File: src/rtl/spi_slave.sv
// SPI mode-0 slave, LSB first: oversampled pins, DATALEN-bit words in both directions,
// one-entry tx buffer and a held rx word behind valid/ready handshakes.
module spi_slave #(
  parameter int DATALEN = 64
) (
  input  logic               clock,
  input  logic               reset,
  input  logic               SCLK,
  input  logic               SS_n,
  input  logic               MOSI,
  output logic               MISO,
  input  logic [DATALEN-1:0] tx_data,
  input  logic               tx_valid,
  output logic               tx_ready,
  output logic [DATALEN-1:0] rx_data,
  output logic               rx_valid,
  input  logic               rx_ready,
  output logic               overrun,
  output logic               underrun,
  output logic               frame_err,
  input  logic               clear_flags
);
  localparam int BW = (DATALEN > 1) ? $clog2(DATALEN) : 1;
  localparam logic [BW-1:0] LAST_BIT = BW'(DATALEN - 1);

  typedef enum logic {IDLE, ACTIVE} state_e;
  state_e state_q, state_d;

  logic [2:0]         sync1_q, sync1_d, sync2_q, sync2_d;  // {SCLK, SS_n, MOSI}
  logic               sclk_dly_q, sclk_dly_d, ss_dly_q, ss_dly_d;
  logic [1:0]         prime_q, prime_d;
  logic               armed_q, armed_d;
  logic [BW-1:0]      bitcnt_q, bitcnt_d;
  logic [DATALEN-1:0] rx_shift_q, rx_shift_d, tx_shift_q, tx_shift_d;
  logic [DATALEN-1:0] txbuf_q, txbuf_d, rx_data_q, rx_data_d;
  logic               txfull_q, txfull_d, word_done_q, word_done_d;
  logic               rx_valid_q, rx_valid_d, overrun_q, overrun_d;
  logic               underrun_q, underrun_d, frame_err_q, frame_err_d;
  logic               sclk_s, ss_s, mosi_s;
  logic               sclk_rise, sclk_fall, ss_rise, ss_fall;
  logic               slot_start, tx_load, overrun_set, underrun_set;

  assign sclk_s    = sync2_q[2];
  assign ss_s      = sync2_q[1];
  assign mosi_s    = sync2_q[0];
  assign sclk_rise =  sclk_s & ~sclk_dly_q;
  assign sclk_fall = ~sclk_s &  sclk_dly_q;
  assign ss_rise   =  ss_s   & ~ss_dly_q;
  assign ss_fall   = ~ss_s   &  ss_dly_q;
  assign tx_load   = tx_valid & ~txfull_q;

  always_comb begin
    sync1_d      = {SCLK, SS_n, MOSI};
    sync2_d      = sync1_q;
    sclk_dly_d   = sclk_s;
    ss_dly_d     = ss_s;
    prime_d      = (prime_q == 2'd2) ? prime_q : prime_q + 2'd1;
    // Only arm once a genuine (post-reset) high SS_n has been seen, so a
    // reset released mid-frame never mistakes the reset value for a fall.
    armed_d      = armed_q | ((prime_q == 2'd2) & ss_s);
    state_d      = state_q;
    bitcnt_d     = bitcnt_q;
    rx_shift_d   = rx_shift_q;
    tx_shift_d   = tx_shift_q;
    txbuf_d      = txbuf_q;
    txfull_d     = txfull_q;
    rx_data_d    = rx_data_q;
    rx_valid_d   = rx_valid_q;
    word_done_d  = 1'b0;
    frame_err_d  = 1'b0;
    slot_start   = 1'b0;
    overrun_set  = 1'b0;
    underrun_set = 1'b0;

    unique case (state_q)
      IDLE: begin
        if (ss_fall && armed_q) begin
          state_d    = ACTIVE;
          slot_start = 1'b1;
        end
      end
      ACTIVE: begin
        if (ss_rise) begin
          state_d     = IDLE;
          frame_err_d = (bitcnt_q != '0);
          bitcnt_d    = '0;
          tx_shift_d  = '0;
        end else begin
          if (word_done_q) slot_start = 1'b1;
          if (sclk_rise) begin
            rx_shift_d = {mosi_s, rx_shift_q[DATALEN-1:1]};
            if (bitcnt_q == LAST_BIT) begin
              bitcnt_d    = '0;
              word_done_d = 1'b1;
            end else begin
              bitcnt_d = bitcnt_q + 1'b1;
            end
          end
          // The fall trailing a word's last bit arrives after the next slot
          // has loaded tx_shift (bitcnt back at 0); it must not shift bit 0 away.
          if (sclk_fall && (bitcnt_q != '0)) tx_shift_d = tx_shift_q >> 1;
        end
      end
      default: state_d = IDLE;
    endcase

    if (slot_start) begin
      bitcnt_d = '0;
      if (txfull_q) begin
        tx_shift_d = txbuf_q;
      end else begin
        tx_shift_d   = '0;
        underrun_set = 1'b1;
      end
    end

    if (slot_start) txfull_d = 1'b0;
    if (tx_load) begin
      txbuf_d  = tx_data;
      txfull_d = 1'b1;
    end

    if (word_done_q) begin
      if (!rx_valid_q || rx_ready) begin
        rx_data_d  = rx_shift_q;
        rx_valid_d = 1'b1;
      end else begin
        overrun_set = 1'b1;
      end
    end else if (rx_valid_q && rx_ready) begin
      rx_valid_d = 1'b0;
    end

    overrun_d  = (overrun_q  & ~clear_flags) | overrun_set;
    underrun_d = (underrun_q & ~clear_flags) | underrun_set;
  end

  always_ff @(posedge clock) begin
    if (reset) begin
      sync1_q     <= 3'b010;
      sync2_q     <= 3'b010;
      sclk_dly_q  <= 1'b0;
      ss_dly_q    <= 1'b1;
      prime_q     <= '0;
      armed_q     <= 1'b0;
      state_q     <= IDLE;
      bitcnt_q    <= '0;
      rx_shift_q  <= '0;
      tx_shift_q  <= '0;
      txbuf_q     <= '0;
      txfull_q    <= 1'b0;
      word_done_q <= 1'b0;
      rx_data_q   <= '0;
      rx_valid_q  <= 1'b0;
      overrun_q   <= 1'b0;
      underrun_q  <= 1'b0;
      frame_err_q <= 1'b0;
    end else begin
      sync1_q     <= sync1_d;
      sync2_q     <= sync2_d;
      sclk_dly_q  <= sclk_dly_d;
      ss_dly_q    <= ss_dly_d;
      prime_q     <= prime_d;
      armed_q     <= armed_d;
      state_q     <= state_d;
      bitcnt_q    <= bitcnt_d;
      rx_shift_q  <= rx_shift_d;
      tx_shift_q  <= tx_shift_d;
      txbuf_q     <= txbuf_d;
      txfull_q    <= txfull_d;
      word_done_q <= word_done_d;
      rx_data_q   <= rx_data_d;
      rx_valid_q  <= rx_valid_d;
      overrun_q   <= overrun_d;
      underrun_q  <= underrun_d;
      frame_err_q <= frame_err_d;
    end
  end

  assign MISO      = (state_q == ACTIVE) & tx_shift_q[0];
  assign tx_ready  = ~txfull_q;
  assign rx_data   = rx_data_q;
  assign rx_valid  = rx_valid_q;
  assign overrun   = overrun_q;
  assign underrun  = underrun_q;
  assign frame_err = frame_err_q;
endmodule

File: config.mk
export PLATFORM = sky130hd
export DESIGN_NAME = spi_slave
export DESIGN_NICKNAME = d
export VERILOG_FILES = /design/src/rtl/spi_slave.sv
export SDC_FILE = /design/constraint.sdc
export NUM_CORES = 1
export LEC_CHECK = 0
export ABC_CLOCK_PERIOD_IN_PS = 2550
export BUFFER_PORTS_ARGS = -buffer_cell sky130_fd_sc_hd__buf_2
export CAP_MARGIN = 30
export CORE_MARGIN = 2
export CORE_UTILIZATION = 57
export CTS_CLUSTER_SIZE = 8
export DETAILED_ROUTE_END_ITERATION = 8
export HOLD_SLACK_MARGIN = 0.06
export PLACE_DENSITY = 0.83
export SYNTH_ARGS = -nofsm -noshare
export SYNTH_HDL_FRONTEND = slang
export SYNTH_SLANG_ARGS = --single-unit
export TNS_END_PERCENT = 100
File: constraint.sdc
create_clock -name clock -period 2.55 [get_ports clock]
set_clock_uncertainty 0.15 [all_clocks]
set_input_delay 0.1275 -clock clock [delete_from_list [all_inputs] [get_ports clock]]
set_output_delay 0.1275 -clock clock [all_outputs]
set_load 0.02 [all_outputs]
# After elaboration in Yosys (flattened, before gate mapping)

Cells that the tools add are included.

Word-level logic and storage cells: 87
Output and inout bits: 70
Bits in registers: 280
Input port bits: 72

Eq/ne operators: 3
Reduce and logical (&&, ||, !) cells: 19
Bitwise operators: 21
Muxes and demuxes: 24
Add/subtract/negate cells: 2

Operators with widths:

| operator                                               | count |
|---|---|
| 2-to-1 mux 64 bit                                      | 5 |
| 2-to-1 mux 6 bit                                       | 3 |
| 2-to-1 mux 1 bit                                       | 14 |
| bitwise AND 1 bit                                      | 9 |
| NOT 1 bit                                              | 9 |
| AND reduction 2 bit                                    | 4 |
| nonzero test 2 bit                                     | 4 |
| adder 6 x 1 -> 6 bit (second input constant)           | 1 |
| == test 6 bit (second input constant)                  | 1 |
| nonzero test 6 bit                                     | 1 |
| case mux 1 bit (2 select lines)                        | 2 |
| OR reduction 4 bit                                     | 1 |
| logical AND 1 bit                                      | 3 |
| OR 1 bit                                               | 3 |
| AND reduction 3 bit                                    | 1 |
| nonzero test 3 bit                                     | 1 |
| OR reduction 3 bit                                     | 1 |
| adder 2 x 1 -> 2 bit (second input constant)           | 1 |
| == test 2 bit (second input constant)                  | 1 |
| inequality test 2 x 1 -> 1 bit (second input constant) | 1 |
| OR reduction 2 bit                                     | 1 |
| zero test 1 bit                                        | 1 |
| logical OR 1 bit                                       | 1 |

# Depth between registers and ports, before layout

Word-level depth: 7
Mapped depth: 8
Depth with buffers taken out: 6

# Worst setup path after synthesis

Ideal clock, no wire load.

Path type: reg2reg
From: register bitcnt_q[0]
To: register tx_shift_q[10]
Arrival: 1.588 ns
Slack: 0.672 ns
Stages on the path, launching flop included: 9
Clock period less this slack: 1.878 ns
Path through: dfxtp_1 inv_1 ha_1 a211o_1 a21o_1 buf_6 buf_6 a221oi_2 nor3_2

Word-level cells in the longest chain between the ends: 4

RTL lines:

| what                          | line | RTL |
|---|---|---|
| start: declaration            | 33   | `logic [BW-1:0] bitcnt_q, bitcnt_d;` |
| start signal: assignment      | 166  | `bitcnt_q <= bitcnt_d;` |
| nonzero test 6 bit            | 101  | `if (sclk_fall && (bitcnt_q != '0)) tx_shift_d = tx_shift_q >> 1;` |
| logical AND 1 bit             | 101  |  |
| nonzero test 3 bit (no line)  | --   |  |
| AND reduction 2 bit (no line) | --   |  |
| end signal: assignment        | 168  | `tx_shift_q <= tx_shift_d;` |
| end: declaration              | 34   | `logic [DATALEN-1:0] rx_shift_q, rx_shift_d, tx_shift_q, tx_shift_d;` |

No other way between the ends.
A chain may end at the register's enable or synchronous reset.

# Worst setup path after layout

From: register state_q
To: register tx_shift_q[25]

Word-level cells in the longest chain between the ends: 4
Elaborated cells on any way between the ends: 6
Classes of those cells: mux: 2; bitwise: 1; reduce/logical: 3

RTL lines:

| what                                                               | line | RTL |
|---|---|---|
| start: declaration                                                 | 27   | `state_e state_q, state_d;` |
| start signal: assignment                                           | 165  | `state_q <= state_d;` |
| NOT 1 bit (no line)                                                | --   |  |
| case mux 1 bit (2 select lines)                                    | 75   | `unique case (state_q)` |
| nonzero test 3 bit (no line) or nonzero test 2 bit (tied branches) | --   |  |
| AND reduction 2 bit (no line)                                      | --   |  |

Several ways; a longest one is shown, not always the timed one.

==> impl_metrics.env <==
export IMPL_drc_errors=0
export IMPL_dpl_cell_count=1526
export IMPL_fin_crit_ns=2.37
export IMPL_synth_seq_cells=280
export IMPL_viasPerCell=5.66
export IMPL_grt_max_degree=109
export IMPL_total_power_mw=9.69
export IMPL_grt_pass1_wl_mm=44.3
export IMPL_synth_largest_area_cell="dfxtp_1"
export IMPL_yosys_area_share_adder=0.00347
export IMPL_setup_viol=0
export IMPL_fin_crit_sh=0.930
export IMPL_powerDensity_mw_per_mm2=708
export IMPL_seqCellArea_mm2=0.00561
export IMPL_yosys_warnings=0
export IMPL_first_iter_violations=581
export IMPL_grt_overflow_total=0
export IMPL_hold_viol=0
export IMPL_ir_drop_v=0.000620
export IMPL_syn_num_nets=1305
export IMPL_ant_nets=0
export IMPL_async_flop_share=0
export IMPL_dp_hpwl_mm=13.5
export IMPL_drive_gt1_frac=0.237
export IMPL_netlist_top_cells_count="nand2_1 (388), dfxtp_1 (280), a21oi_1 (201)"
export IMPL_synth_compound_area_frac=0.191
export IMPL_synth_top_family_by_area="simple AND/OR/NAND/NOR gates"
export IMPL_synthXorXnorAreaFrac=0.000809
export IMPL_synth_edf_count=0
export IMPL_yosysTopAreaCellShare=0.518
export IMPL_multiInputGateArea_mm2=0.00474
export IMPL_yosys_top_cells_area="dfxtp_1 (52%), nand2_1 (13%), a21oi_1 (9.3%)"
export IMPL_clk_pin_slew_ns=0.05
export IMPL_max_stage_delay_ns=0.59
export IMPL_routedWlPerCell_um=16.3
export IMPL_globalRouteTotalUtil=0.268
export IMPL_cp_data_required_time_ns=2.76
export IMPL_die_w_um=142
export IMPL_fill_cells=1255
export IMPL_cap_viol_max_count=0
export IMPL_maxSlewViolCount=0
export IMPL_critPathArrivalTime_ns=2.58
export IMPL_dieArea_mm2=0.0201
export IMPL_io_buffers=141
export IMPL_path_cells="nor4bb_4 > a211oi_4 > buf_12 > a21oi_4 > buf_12 > nor2_1 > nor3_2"
export IMPL_clock_path_buffers=3
export IMPL_path_max_fanout=64
export IMPL_clk_latency_ns=0.51
export IMPL_num_antenna_cells=0
export IMPL_h_tree_depth=2
export IMPL_fin_nets=1505
export IMPL_numCtsBuffers=40
export IMPL_cts_num_sinks=280
export IMPL_antenna_found_initial=0
export IMPL_worst_path_most_repeated_cell="buf_12"
export IMPL_synth_area_mux_share=0
export IMPL_endpoint_kind="register"
export IMPL_post_place_ws_ns=0.138
export IMPL_fp_dieH_um=142
export IMPL_leakagePower_nw=5.50
export IMPL_synth_avg_cell_area_um2=8.80
export IMPL_synthMostInstantiatedCell="nand2_1"
export IMPL_hold_path_class="primary input to register"
export IMPL_cts_tree="built"
export IMPL_netlist_instances=1230
export IMPL_worst_pin_slew_ns=0.735
export IMPL_io_pins=142
export IMPL_r2r_cells=7
export IMPL_min_path_cells=3
export IMPL_slew_limit_headroom=0.510
export IMPL_wirelength_mm=27.1
export IMPL_fmax_mhz=422
export IMPL_start_kind="register"
export IMPL_ys_flop_type="dfxtp_1"
export IMPL_path_class="register to register"
export IMPL_final_core_util=0.734
export IMPL_ys_types=40
export IMPL_status="completed"
export IMPL_rsz0062_at_grt="no"
export IMPL_first_pass_iters=5
export IMPL_core_region_area_mm2=0.0186
export IMPL_fp_row_count=50
export IMPL_critPathSlowestCell="dfxtp_1"
export IMPL_cts_root_buf="clkbuf_16"
export IMPL_stdcell_count=1665
export IMPL_setup_tns_ns=0
export IMPL_routed_via_count=9419
export IMPL_ys_seq_area_frac=0.518
export IMPL_place_congestion=0.767
export IMPL_grt_pass1_vias=9300
export IMPL_netlist_area_mm2=0.0108
export IMPL_area_growth_syn_to_layout_pct=26.5
export IMPL_synth_simple_area_share=0.238
export IMPL_worst_slack_ns=0.178
export IMPL_initial_core_util=0.581
==> cells by family (layout without fill, tap and decap cells) <==
family,count (synthesis),count (layout)
AO/OA/AOI/OAI,280,280
adder cells (fa/ha/maj),3,3
flip-flops,280,280
XOR/XNOR,1,1
buffers and inverters,106,307
AND/OR/NAND/NOR,560,560
==> layer usage <==
metal / GRT usage / up-vias / share of wire
li1: - / 4532 / -
met1: 0.315 / 4460 / 0.39
met3: 0.0472 / 84 / 0.055
met2: 0.478 / 343 / 0.52
met4: 0.124 / 0 / 0.035
met5: 0 / - / 0
==> cells in the final DEF (no fill, tap or decap), drive strengths merged, types with 2 or more instances in the layout <==
cell type	n
nand2	388
dfxtp	280
a21oi	202
buf	162
dlygate4sd3	95
nor2	79
nor3	66
a221oi	63
clkbuf	41
nor2b	10
inv	9
nand2b	4
or2	3
ha	3
a31oi	3
and3	3
a311oi	2
a22oi	2
nand3	2
==> worst max-delay path: cells and delay by family (launching register included) <==
| family | cells | cell delay [ns] |
|---|---|---|
| DFF | 1 | 0.59 |
| AOI/OAI and AO/OA | 2 | 0.44 |
| buffers and inverters | 2 | 0.63 |
| and+or+nand+nor | 3 | 0.39 |
==> path summary, 6_finish.rpt <==
kind,startpoint,to,slack (ns)
max reg2reg,state_q,tx_shift_q[25],0.18
min,SS_n,sync1_q[1],0.24
min reg2reg,sync1_q[2],sync2_q[2],0.29
max,state_q,tx_shift_q[25],0.18
==> power by group <==
| group | total [mW] | switching, mW | internal (mW) |
|---|---|---|---|
| Clock | 4.54 | 1.73 | 2.81 |
| Combinational | 0.584 | 0.330 | 0.254 |
| Sequential | 4.56 | 0.0806 | 4.48 |
| Total | 9.69 | 2.14 | 7.55 |
==> repair_timing <==
action                     4_1_cts  5_1_grt
setup endpoints to repair        0        1
gates resized for setup          0        1
setup buffers                    0        0
hold buffers                    95        0
hold endpoints to repair       129        0
==> metrics by stage <==
stage	area, um2	hold WS [ns]
after CTS	13700	0.199
after global placement	11700	0.188
after global routing	13700	0.234
after floorplan	10800	0.0813
after detailed placement	11700	0.187
final	13700	0.242
==> sequential cells by signal, summed over array words and instances, names as in the netlist <==
name / flops
bitcnt_q: 6
state_q: 1
rx_data: 64
ss_dly_q: 1
prime_q: 2
tx_shift_q: 64
sclk_dly_q: 1
txfull_q: 1
rx_valid: 1
word_done_q: 1
sync1_q: 3
overrun: 1
rx_shift_q: 64
txbuf_q: 64
frame_err: 1
sync2_q: 3
armed_q: 1
underrun: 1
==> area by class of cell <==
| cell class | count | area share |
|---|---|---|
| multi-input cells | 844 | 0.346 |
| flip-flops and latches | 280 | 0.409 |
| well taps | 234 | 0.0214 |
| clock inverters | 2 | 0.00128 |
| inverters | 7 | 0.00192 |
| clock buffers | 41 | 0.0749 |
| repair buffers | 257 | 0.145 |
Power figures use the tool's default switching activity.
